**src/rtl/regfile_write_arbiter_pkg.sv**
```systemverilog
// Shared constants for the register-file write arbiter: port widths, result register,
// counter width and requester indices, plus the round-robin index helper.
package regfile_write_arbiter_pkg;

   localparam int REG_ADDR_W = 4;
   localparam int REG_DATA_W = 32;
   localparam logic [REG_ADDR_W-1:0] RESULT_REG = 4'd15;
   localparam int WR_COUNT_W = 16;

   localparam int REQ_ALU    = 0;
   localparam int REQ_LOADER = 1;
   localparam int REQ_MEM    = 2;

   // Next requester index in rotation, wrapping at n without a modulo operator.
   function automatic int rr_next(input int idx, input int n);
      return (idx + 1 >= n) ? 0 : idx + 1;
   endfunction

endpackage

```
**src/rtl/regfile_write_arbiter_if.sv**
```systemverilog
// Requester/register-file bus of the write arbiter; the arbiter sits on the slave modport.
interface regfile_write_arbiter_if
   import regfile_write_arbiter_pkg::*;
#(
   parameter int N_REQ  = 3,
   parameter int ADDR_W = REG_ADDR_W,
   parameter int DATA_W = REG_DATA_W
);

   logic [N_REQ-1:0]        req;
   logic [N_REQ*ADDR_W-1:0] req_addr;
   logic [N_REQ*DATA_W-1:0] req_data;
   logic [N_REQ-1:0]        ack;
   logic                    reg_write;
   logic [ADDR_W-1:0]       dir_WR;
   logic [DATA_W-1:0]       data_in;
   logic [WR_COUNT_W-1:0]   wr_count;
   logic                    prot_err;

   modport master (
      output req, req_addr, req_data,
      input  ack, reg_write, dir_WR, data_in, wr_count, prot_err
   );

   modport slave (
      input  req, req_addr, req_data,
      output ack, reg_write, dir_WR, data_in, wr_count, prot_err
   );

endinterface

```
**src/rtl/regfile_write_arbiter_rr_priority_picker.sv**
```systemverilog
// Combinational round-robin picker: first eligible requester after last_grant wins.
module rr_priority_picker
   import regfile_write_arbiter_pkg::*;
#(
   parameter int N_REQ = 3,
   parameter int IDX_W = $clog2(N_REQ)
) (
   input  logic [N_REQ-1:0] eligible,
   input  logic [IDX_W-1:0] last_grant,
   output logic [N_REQ-1:0] grant,
   output logic [IDX_W-1:0] grant_idx,
   output logic             grant_valid
);

   int               idx;
   logic [IDX_W-1:0] cand;

   always_comb begin
      grant       = '0;
      grant_idx   = '0;
      grant_valid = 1'b0;
      idx         = rr_next(int'(last_grant), N_REQ);
      cand        = IDX_W'(idx);
      for (int k = 0; k < N_REQ; k++) begin
         cand = IDX_W'(idx);
         if (!grant_valid && eligible[cand]) begin
            grant_valid = 1'b1;
            grant[cand] = 1'b1;
            grant_idx   = cand;
         end
         idx = rr_next(idx, N_REQ);
      end
   end

endmodule

```
**src/rtl/regfile_write_arbiter.sv**
```systemverilog
// Round-robin owner of the register-file write port; outputs are registered on clk rise.
// Optional REGFILE_WRITE_ARBITER_R15_PROTECT_EN restricts register 15 writes to the ALU.
module regfile_write_arbiter
   import regfile_write_arbiter_pkg::*;
#(
   parameter int N_REQ  = 3,
   parameter int ADDR_W = REG_ADDR_W,
   parameter int DATA_W = REG_DATA_W
) (
   input logic                   clk,
   input logic                   rst,
   regfile_write_arbiter_if.slave bus
);

   localparam int IDX_W = $clog2(N_REQ);

   logic [N_REQ-1:0]      eligible;
   logic [N_REQ-1:0]      grant;
   logic [IDX_W-1:0]      grant_idx;
   logic                  grant_valid;
   logic [ADDR_W-1:0]     sel_addr;
   logic [DATA_W-1:0]     sel_data;

   logic                  reg_write_q, reg_write_d;
   logic [ADDR_W-1:0]     dir_wr_q, dir_wr_d;
   logic [DATA_W-1:0]     data_in_q, data_in_d;
   logic [N_REQ-1:0]      ack_q, ack_d;
   logic [WR_COUNT_W-1:0] wr_count_q, wr_count_d;
   logic [IDX_W-1:0]      last_grant_q, last_grant_d;
`ifdef REGFILE_WRITE_ARBITER_R15_PROTECT_EN
   logic                  prot_err_q, prot_err_d;
`endif

   // A requester still showing its ack is dropping req and must not be granted twice.
   assign eligible = bus.req & ~ack_q;

   rr_priority_picker #(
      .N_REQ (N_REQ),
      .IDX_W (IDX_W)
   ) u_picker (
      .eligible    (eligible),
      .last_grant  (last_grant_q),
      .grant       (grant),
      .grant_idx   (grant_idx),
      .grant_valid (grant_valid)
   );

   assign sel_addr = bus.req_addr[grant_idx*ADDR_W +: ADDR_W];
   assign sel_data = bus.req_data[grant_idx*DATA_W +: DATA_W];

   always_comb begin
      reg_write_d  = 1'b0;
      ack_d        = '0;
      dir_wr_d     = dir_wr_q;
      data_in_d    = data_in_q;
      wr_count_d   = wr_count_q;
      last_grant_d = last_grant_q;
`ifdef REGFILE_WRITE_ARBITER_R15_PROTECT_EN
      prot_err_d   = 1'b0;
`endif
      if (grant_valid) begin
         ack_d        = grant;
         last_grant_d = grant_idx;
         dir_wr_d     = sel_addr;
         data_in_d    = sel_data;
`ifdef REGFILE_WRITE_ARBITER_R15_PROTECT_EN
         // Rejected writes are still acknowledged so the requester can move on.
         if (grant_idx != IDX_W'(REQ_ALU) && sel_addr == ADDR_W'(RESULT_REG)) begin
            prot_err_d = 1'b1;
         end else begin
            reg_write_d = 1'b1;
            wr_count_d  = wr_count_q + WR_COUNT_W'(1);
         end
`else
         reg_write_d = 1'b1;
         wr_count_d  = wr_count_q + WR_COUNT_W'(1);
`endif
      end
   end

   always_ff @(posedge clk) begin
      if (rst) begin
         reg_write_q  <= 1'b0;
         dir_wr_q     <= '0;
         data_in_q    <= '0;
         ack_q        <= '0;
         wr_count_q   <= '0;
         last_grant_q <= IDX_W'(N_REQ - 1);
`ifdef REGFILE_WRITE_ARBITER_R15_PROTECT_EN
         prot_err_q   <= 1'b0;
`endif
      end else begin
         reg_write_q  <= reg_write_d;
         dir_wr_q     <= dir_wr_d;
         data_in_q    <= data_in_d;
         ack_q        <= ack_d;
         wr_count_q   <= wr_count_d;
         last_grant_q <= last_grant_d;
`ifdef REGFILE_WRITE_ARBITER_R15_PROTECT_EN
         prot_err_q   <= prot_err_d;
`endif
      end
   end

   assign bus.reg_write = reg_write_q;
   assign bus.dir_WR    = dir_wr_q;
   assign bus.data_in   = data_in_q;
   assign bus.ack       = ack_q;
   assign bus.wr_count  = wr_count_q;
`ifdef REGFILE_WRITE_ARBITER_R15_PROTECT_EN
   assign bus.prot_err  = prot_err_q;
`else
   assign bus.prot_err  = 1'b0;
`endif

endmodule

```
**src/flat_wrapper.sv**
```systemverilog
// flat-port wrapper written by rule: the top's interface ports become plain ports
module regfile_write_arbiter_flat import regfile_write_arbiter_pkg::*;
#(
   parameter int N_REQ  = 3,
   parameter int ADDR_W = REG_ADDR_W,
   parameter int DATA_W = REG_DATA_W
)
  (clk, rst, bus_req, bus_req_addr, bus_req_data, bus_ack, bus_reg_write, bus_dir_WR, bus_data_in, bus_wr_count, bus_prot_err);
  regfile_write_arbiter_if #(.N_REQ(N_REQ), .ADDR_W(ADDR_W), .DATA_W(DATA_W)) bus_i ();
  input logic clk;
  input logic rst;
  input wire logic [$bits(bus_i.req)-1:0] bus_req;
  input wire logic [$bits(bus_i.req_addr)-1:0] bus_req_addr;
  input wire logic [$bits(bus_i.req_data)-1:0] bus_req_data;
  output wire logic [$bits(bus_i.ack)-1:0] bus_ack;
  output wire logic [$bits(bus_i.reg_write)-1:0] bus_reg_write;
  output wire logic [$bits(bus_i.dir_WR)-1:0] bus_dir_WR;
  output wire logic [$bits(bus_i.data_in)-1:0] bus_data_in;
  output wire logic [$bits(bus_i.wr_count)-1:0] bus_wr_count;
  output wire logic [$bits(bus_i.prot_err)-1:0] bus_prot_err;
  assign bus_i.req = bus_req;
  assign bus_i.req_addr = bus_req_addr;
  assign bus_i.req_data = bus_req_data;
  assign bus_ack = bus_i.ack;
  assign bus_reg_write = bus_i.reg_write;
  assign bus_dir_WR = bus_i.dir_WR;
  assign bus_data_in = bus_i.data_in;
  assign bus_wr_count = bus_i.wr_count;
  assign bus_prot_err = bus_i.prot_err;
  regfile_write_arbiter #(.N_REQ(N_REQ), .ADDR_W(ADDR_W), .DATA_W(DATA_W)) u_core (.clk(clk), .rst(rst), .bus(bus_i));
endmodule
```
**config.mk**
```make
export PLATFORM = sky130hd
export DESIGN_NAME = regfile_write_arbiter_flat
export DESIGN_NICKNAME = d
export VERILOG_FILES = /design/src/rtl/regfile_write_arbiter_pkg.sv /design/src/rtl/regfile_write_arbiter_if.sv /design/src/rtl/regfile_write_arbiter_rr_priority_picker.sv /design/src/rtl/regfile_write_arbiter.sv /design/src/flat_wrapper.sv
export SDC_FILE = /design/constraint.sdc
export NUM_CORES = 1
export LEC_CHECK = 0
export BUFFER_PORTS_ARGS = -buffer_cell sky130_fd_sc_hd__buf_2
export CORE_MARGIN = 2
export CORE_UTILIZATION = 40
export DETAILED_ROUTE_END_ITERATION = 6
export PLACE_DENSITY_LB_ADDON = 0.2
export SYNTH_ARGS = -nofsm -noshare
export SYNTH_HDL_FRONTEND = slang
export SYNTH_HIERARCHICAL = 1
export SYNTH_SLANG_ARGS = --single-unit
export TNS_END_PERCENT = 50
```
**constraint.sdc**
```tcl
create_clock -name clk -period 2.3 [get_ports clk]
set_input_delay 0.23 -clock clk [delete_from_list [all_inputs] [get_ports clk]]
set_output_delay 0.23 -clock clk [all_outputs]
set_load 0.02 [all_outputs]
```
==> qor.csv, run 1 <==
metric,value,unit
outcome,"complete, no violations",
row_count,31,
nets,629,
r2r-start,u_core/bus.ack[2],
synth_edf_count,0,
synth_cell_type_count,37,
worstSkewPairLatency,0.32,ns
grt_max_degree,49,
drc_errors,0,
path_clk_slew,0.06,ns
cp-end-kind,flip-flop,
first_iter_violations,114,
die_y,89.87,um
hold_buffers,0,
design_area,4076,um2
viasPerCell,4.913,
fin_cells,619,
fp.coreArea,7214,um2
cts.repair.resized,0,
avgSynthCellArea,8.284,um2
hold_path.class,input port to flip-flop,
critical_path_arrival,2.19,ns
multi_input_area,1679,um2
layout-drive-gt1-share,38.65,%
hp-start,bus_req_data[67],
comb_power_share,29.8,%
syn-num-nets,470,
min_period_over_period,85.75,%
io_pins,170,
grt_overflow_total,0,
postRouteAntennaNets,0,
power_leakage,0.001977,uW
hold_viol,0,
fin_crit,1.972,ns
numCtsBuffers,9,
hold_depth,3,
pre_cts_ws,0.3059,ns
num_vias,3041,
die_x,89.87,um
start_util,40.88,%
avgRoutedWirePerCell,12.77,um
path_max_fanout,34,
cts_tree,done,
io_buffer_count,168,
swShare,32.21,%
path_class,flip-flop to flip-flop,
ir_worst_vdd,0.0002609,V
async_flop_share,0,%
grt_pass1_vias,2822,
worstRegToRegCells,7,
worstMarginPinSlew,0.6705,ns
timing.final.ws_setup,0.3277,ns
power_frac_clock,29.6,%
ys.flop_type,dfxtp_1,
startpoint_type,flip-flop,
antenna_found_initial,0,
h-tree-depth,3,
drt-total-wl,7907,um
cap_violations,0,
grt_pass1_wl,13030,um
drtPass1Iterations,4,
root_buffer,clkbuf_8,
dp.cells,603,
seqCellArea,1161,um2
area_growth,38.23,%
critical-path-slowest-cell,dfxtp_1,
fmax,507.0,MHz
crit_chain,"nor2b_1, and2b_4, a22o_1, nor2b_2, buf_12, a21oi_1, a211oi_1",
p_per_area,708.5,nW/um2
worst_ep_required_time,2.52,ns
place.gp.congestion,0.7922,
fin_hold_ws,0.2258,ns
diodes,0,
finalClockSkew,0.007778,ns
post_synth_inst_count,356,
p_int,1958,uW
dpl_cell_area,3894,um2
drv_slew,0,
relSlewSlack,55.30,%
grt_usage,19.50,%
yosys_warnings,6,
whs_endpoint,u_core/bus.data_in[3],
die_area,8076,um2
worstReg2RegEnd,u_core/bus.data_in[16],
fin_tns_setup,0,ns
critical_path.max_stage_delay,0.32,ns
clockBufferDepth,2,
seq_area_frac_synth,39.37,%
yosys_register_bits,58,
fillers,719,
switching_power,930.1,uW
setup_viol,0,
cts_setup_buffers,0,
hpwl,5827,um
synth_area,2949,um2
seqPwrFrac,40.7,%
rrSetupSlack,0.33,ns
rsz0062_at_grt,no,
cts.sinks,58,
## cell usage in the layout (no fill, tap or decap), drive strengths merged, types with 3 or more instances in the layout
cell    synthesis  final
a22o            3      3
buf            12    176
xor2            6      6
a211oi         36     36
nor2b          10     10
mux2i          38     38
nand4           6      6
a21oi          38     38
nor2           90     90
nand2b          3      3
mux2            3      3
xnor2           4      4
nor3            3      3
nand3           5      5
clkbuf         16     14
and2            3      3
nand2           5      5
dfxtp          58     58
## synth_stat cells (3+ instances only)
cell type / instances / area [um2]
xnor2_1: 4 / 35.03
nor3_1: 3 / 15.01
buf_2: 3 / 15.01
a211oi_1: 36 / 270.3
nand4_1: 5 / 31.28
nor2_1: 90 / 337.8
mux2i_1: 38 / 380.4
clkbuf_1: 16 / 60.06
and2_1: 3 / 18.77
nand2_1: 5 / 18.77
nor2b_1: 10 / 62.56
nand3_1: 5 / 25.02
a21oi_1: 38 / 190.2
mux2_2: 3 / 33.78
buf_1: 4 / 15.01
xor2_1: 6 / 52.55
dfxtp_1: 58 / 1161
buf_4: 5 / 37.54
## state kept, by name (all words and copies together), names as in the netlist
register              flops
u_core/bus.data_in       32
u_core/bus.reg_write      1
u_core/bus.wr_count      16
u_core/bus.ack            3
u_core/last_grant_q       2
u_core/bus.dir_WR         4
## worst max-delay path, delay by kind of cell (launching register included)
| family | cells | cell delay (ns) |
|---|---|---|
| flops | 1 | 0.32 |
| simple gates | 3 | 0.79 |
| compound gates | 3 | 0.52 |
| buf+inv | 1 | 0.22 |
## worst max-delay path by stage
stage | from | cells past startpoint | to | slack, ns
6_report | u_core/bus.ack[2] | 7 | u_core/bus.data_in[16] | 0.33
5_1_grt | u_core/bus.ack[2] | 7 | u_core/bus.data_in[16] | 0.18
4_1_cts | u_core/bus.ack[2] | 7 | u_core/bus.data_in[8] | 0.34
3_5_place_dp | bus_req[1] | 9 | u_core/bus.wr_count[8] | 0.31
3_3_place_gp | bus_req[1] | 9 | u_core/bus.wr_count[8] | 0.34
2_1_floorplan | u_core/bus.ack[1] | 9 | u_core/bus.data_in[0] | 0.41
## metal layers
layer | wire length [um] | up-vias | global-route usage [%] | share of wire [%]
li1 | - | 1570 | - | -
met1 | 3397 | 1351 | 23.39 | 43
met2 | 3885 | 108 | 33.40 | 49
met3 | 493 | 12 | 4.526 | 6.2
met4 | 131 | 0 | 8.590 | 1.7
met5 | 0 | - | 0 | 0
## layout make-up
| cell class | instances | share of cell area (%) |
|---|---|---|
| sequential | 58 | 28.48 |
| timing repair buffer | 176 | 22.71 |
| clock buffer | 14 | 4.236 |
| multi-input combinational | 269 | 41.19 |
| clock inverter | 2 | 0.2455 |
| tap | 99 | 3.039 |
| inverter | 1 | 0.09208 |
## kinds of logic (layout without fill, tap and decap cells)
family                     after synthesis  after routing  synth area share (%)
buffers and inverters                   29            193                 4.455
AOI/OAI and AO/OA                       82             82                 17.90
DFF                                     58             58                 39.37
and+or+nand+nor                        134            134                 20.70
muxes                                   41             41                 14.04
xor gates and xnor gates                10             10                 2.970
other                                    1              1                0.1272
adders and majority gates                1              1                0.4242
## power by group through the flow
stage,clock [uW],combinational [uW],sequential [uW]
detailed placement,0,868,1200
global route,930,945,1190
floorplan,0,444,1320
CTS,882,870,1180
finish,853,860,1170
global placement,0,854,1190
## stage by stage
| stage | total power (uW) | utilization [%] |
|---|---|---|
| floorplan | 1760 | - |
| global placement | 2047 | 53.97 |
| detailed placement | 2063 | 53.97 |
| CTS | 2927 | 56.50 |
| global route | 3064 | 56.50 |
| finish | 2888 | 56.50 |
Note: power is estimated with default switching activity, not from simulation.
==> inputs of run 2 (changes only) <==
- CORE_UTILIZATION: 40 -> 44
==> qor.csv, run 2 (same netlist as run 1, synthesis figures left out) <==
metric,value,unit,change
outcome,"finished, violations left",,
failed_checks,design-rule violations,,
swShare,32.02,%,-0.18 points
postRouteAntennaNets,0,,unchanged
power_frac_clock,27.8,%,-1.8 points
cp-end-kind,flip-flop,,
p_per_area,699.4,nW/um2,-1.3%
area_growth,36.74,%,
cts_setup_buffers,0,,unchanged
finalClockSkew,0.005950,ns,-0.001827 ns
rsz0062_at_grt,no,,
cts.sinks,58,,unchanged
seqPwrFrac,41.7,%,+1.0 points
worstSkewPairLatency,0.32,ns,about the same
num_vias,3025,,-0.53%
startpoint_type,flip-flop,,
path_clk_slew,0.06,ns,about the same
place.gp.congestion,0.7863,,-0.74%
power_leakage,0.001968,uW,-0.49%
hold_path.class,input port to flip-flop,,
io_pins,170,,unchanged
first_iter_violations,116,,+1.8%
grt_max_degree,49,,unchanged
hpwl,5875,um,+0.83%
drc_errors,5,,+5
cap_violations,0,,unchanged
io_buffer_count,168,,unchanged
cts.repair.resized,0,,unchanged
die_area,7374,um2,-8.7%
diodes,0,,unchanged
root_buffer,clkbuf_8,,
clockBufferDepth,2,,unchanged
numCtsBuffers,9,,unchanged
grt_pass1_wl,13040,um,+0.11%
hold_viol,0,,unchanged
h-tree-depth,3,,unchanged
grt_overflow_total,0,,unchanged
die_x,85.87,um,-4.4%
comb_power_share,30.5,%,+0.7 points
row_count,29,,-6.5%
final_util,62.79,%,+6.3 points
cts_tree,done,,
use_met3,5.775,%,+1.2 points
mostFrequentLayoutCell,buf_2,,
layout-drive-gt1-share,38.42,%,-0.24 points
start_util,45.92,%,+5.0 points
top_usage_layer,met2,,
p_int,1917,uW,-2.1%
hold_buffers,0,,unchanged
drv_slew,0,,unchanged
drtPass1Iterations,6,,+2
fmax,524.8,MHz,+3.5%
grt_pass1_vias,2910,,+3.1%
fp.coreArea,6422,um2,-11%
layout_common_cells,"168 x buf_2, 90 x nor2_1, 58 x dfxtp_1",,
fin_crit,1.905,ns,-0.06682 ns
relSlewSlack,56.88,%,+1.6 points
setup_viol,0,,unchanged
viasPerCell,5.084,,+3.5%
grt_usage,22.05,%,+2.5 points
fin_tns_setup,0,ns,unchanged
critical_path_arrival,2.09,ns,-0.10 ns
drt-total-wl,7924,um,+0.21%
avgRoutedWirePerCell,13.32,um,+4.3%
min_period_over_period,82.85,%,-2.9 points
ir_worst_vdd,0.0003165,V,+21%
largest_reg_flops,32,,unchanged
gr-usage-met1,25.88,%,+2.5 points
path_class,flip-flop to flip-flop,,
nets,630,,+0.16%
die_y,85.87,um,-4.4%
antenna_found_initial,0,,unchanged
use_met2,38.41,%,+5.0 points
worst_ep_required_time,2.48,ns,-0.04 ns
worstMarginPinSlew,0.6468,ns,-0.02372 ns
path_max_fanout,36,,+5.9%
switching_power,903.1,uW,-2.9%
run 2: cell count changes in the layout (fill, tap and decap cells not counted), sizes merged:
cell / previous run / this run
clkinv: 2 / 0
buf: 176 / 177
clkbuf: 14 / 13
run 2: per-stage QoR:
stage               hold slack, ns  power (uW)  setup slack (ns)  cells  cell area, um2
global placement            0.4705        2050            0.4140    582            3874
detailed placement          0.4753        2064            0.3739    582            3874
global route                0.2314        2995            0.2007    595            4033
CTS                         0.2247        2848            0.4024    595            4033
floorplan                   0.4526        1760            0.4062    356            2949
finish                      0.2365        2820            0.3945    595            4033
run 2: critical path, cell delays in order, from the launching register on:
cell and delay [ns]:
dfxtp_1 0.34, nor2b_1 0.09, or3_2 0.51, buf_4 0.27, and3_1 0.20, nand3_1 0.12, xor2_1 0.18, nor2_1 0.06
run 2: routing by layer:
layer	vias up	wire length, um
met5	-	0
met4	0	100
met3	10	575
met2	120	4011
met1	1328	3236
li1	1567	-
run 2: layout make-up:
type | count | area, um2
sequential | 58 | 1161
fill | 603 | 2390
multi-input combinational | 269 | 1679
tap | 77 | 96.34
timing repair buffer | 177 | 933.4
clock buffer | 13 | 158.9
inverter | 1 | 3.754
run 2: power groups by stage:
stage,Clock (uW),Combinational (uW),Sequential [uW]
final,783,862,1180
after floorplan,0,444,1320
after CTS,803,869,1180
after global placement,0,857,1190
after detailed placement,0,868,1200
after global routing,853,953,1190
run 2: path summary, 6_finish.rpt:
| kind | startpoint | endpoint | slack, ns | cells past startpoint |
|---|---|---|---|---|
| min reg2reg | u_core/bus.data_in[15] | u_core/bus.data_in[15] | 0.48 | 2 |
| max reg2reg | u_core/bus.ack[1] | u_core/bus.wr_count[8] | 0.39 | 7 |
| min | bus_req_addr[11] | u_core/bus.dir_WR[3] | 0.24 | 3 |
| max | u_core/bus.ack[1] | u_core/bus.wr_count[8] | 0.39 | 7 |
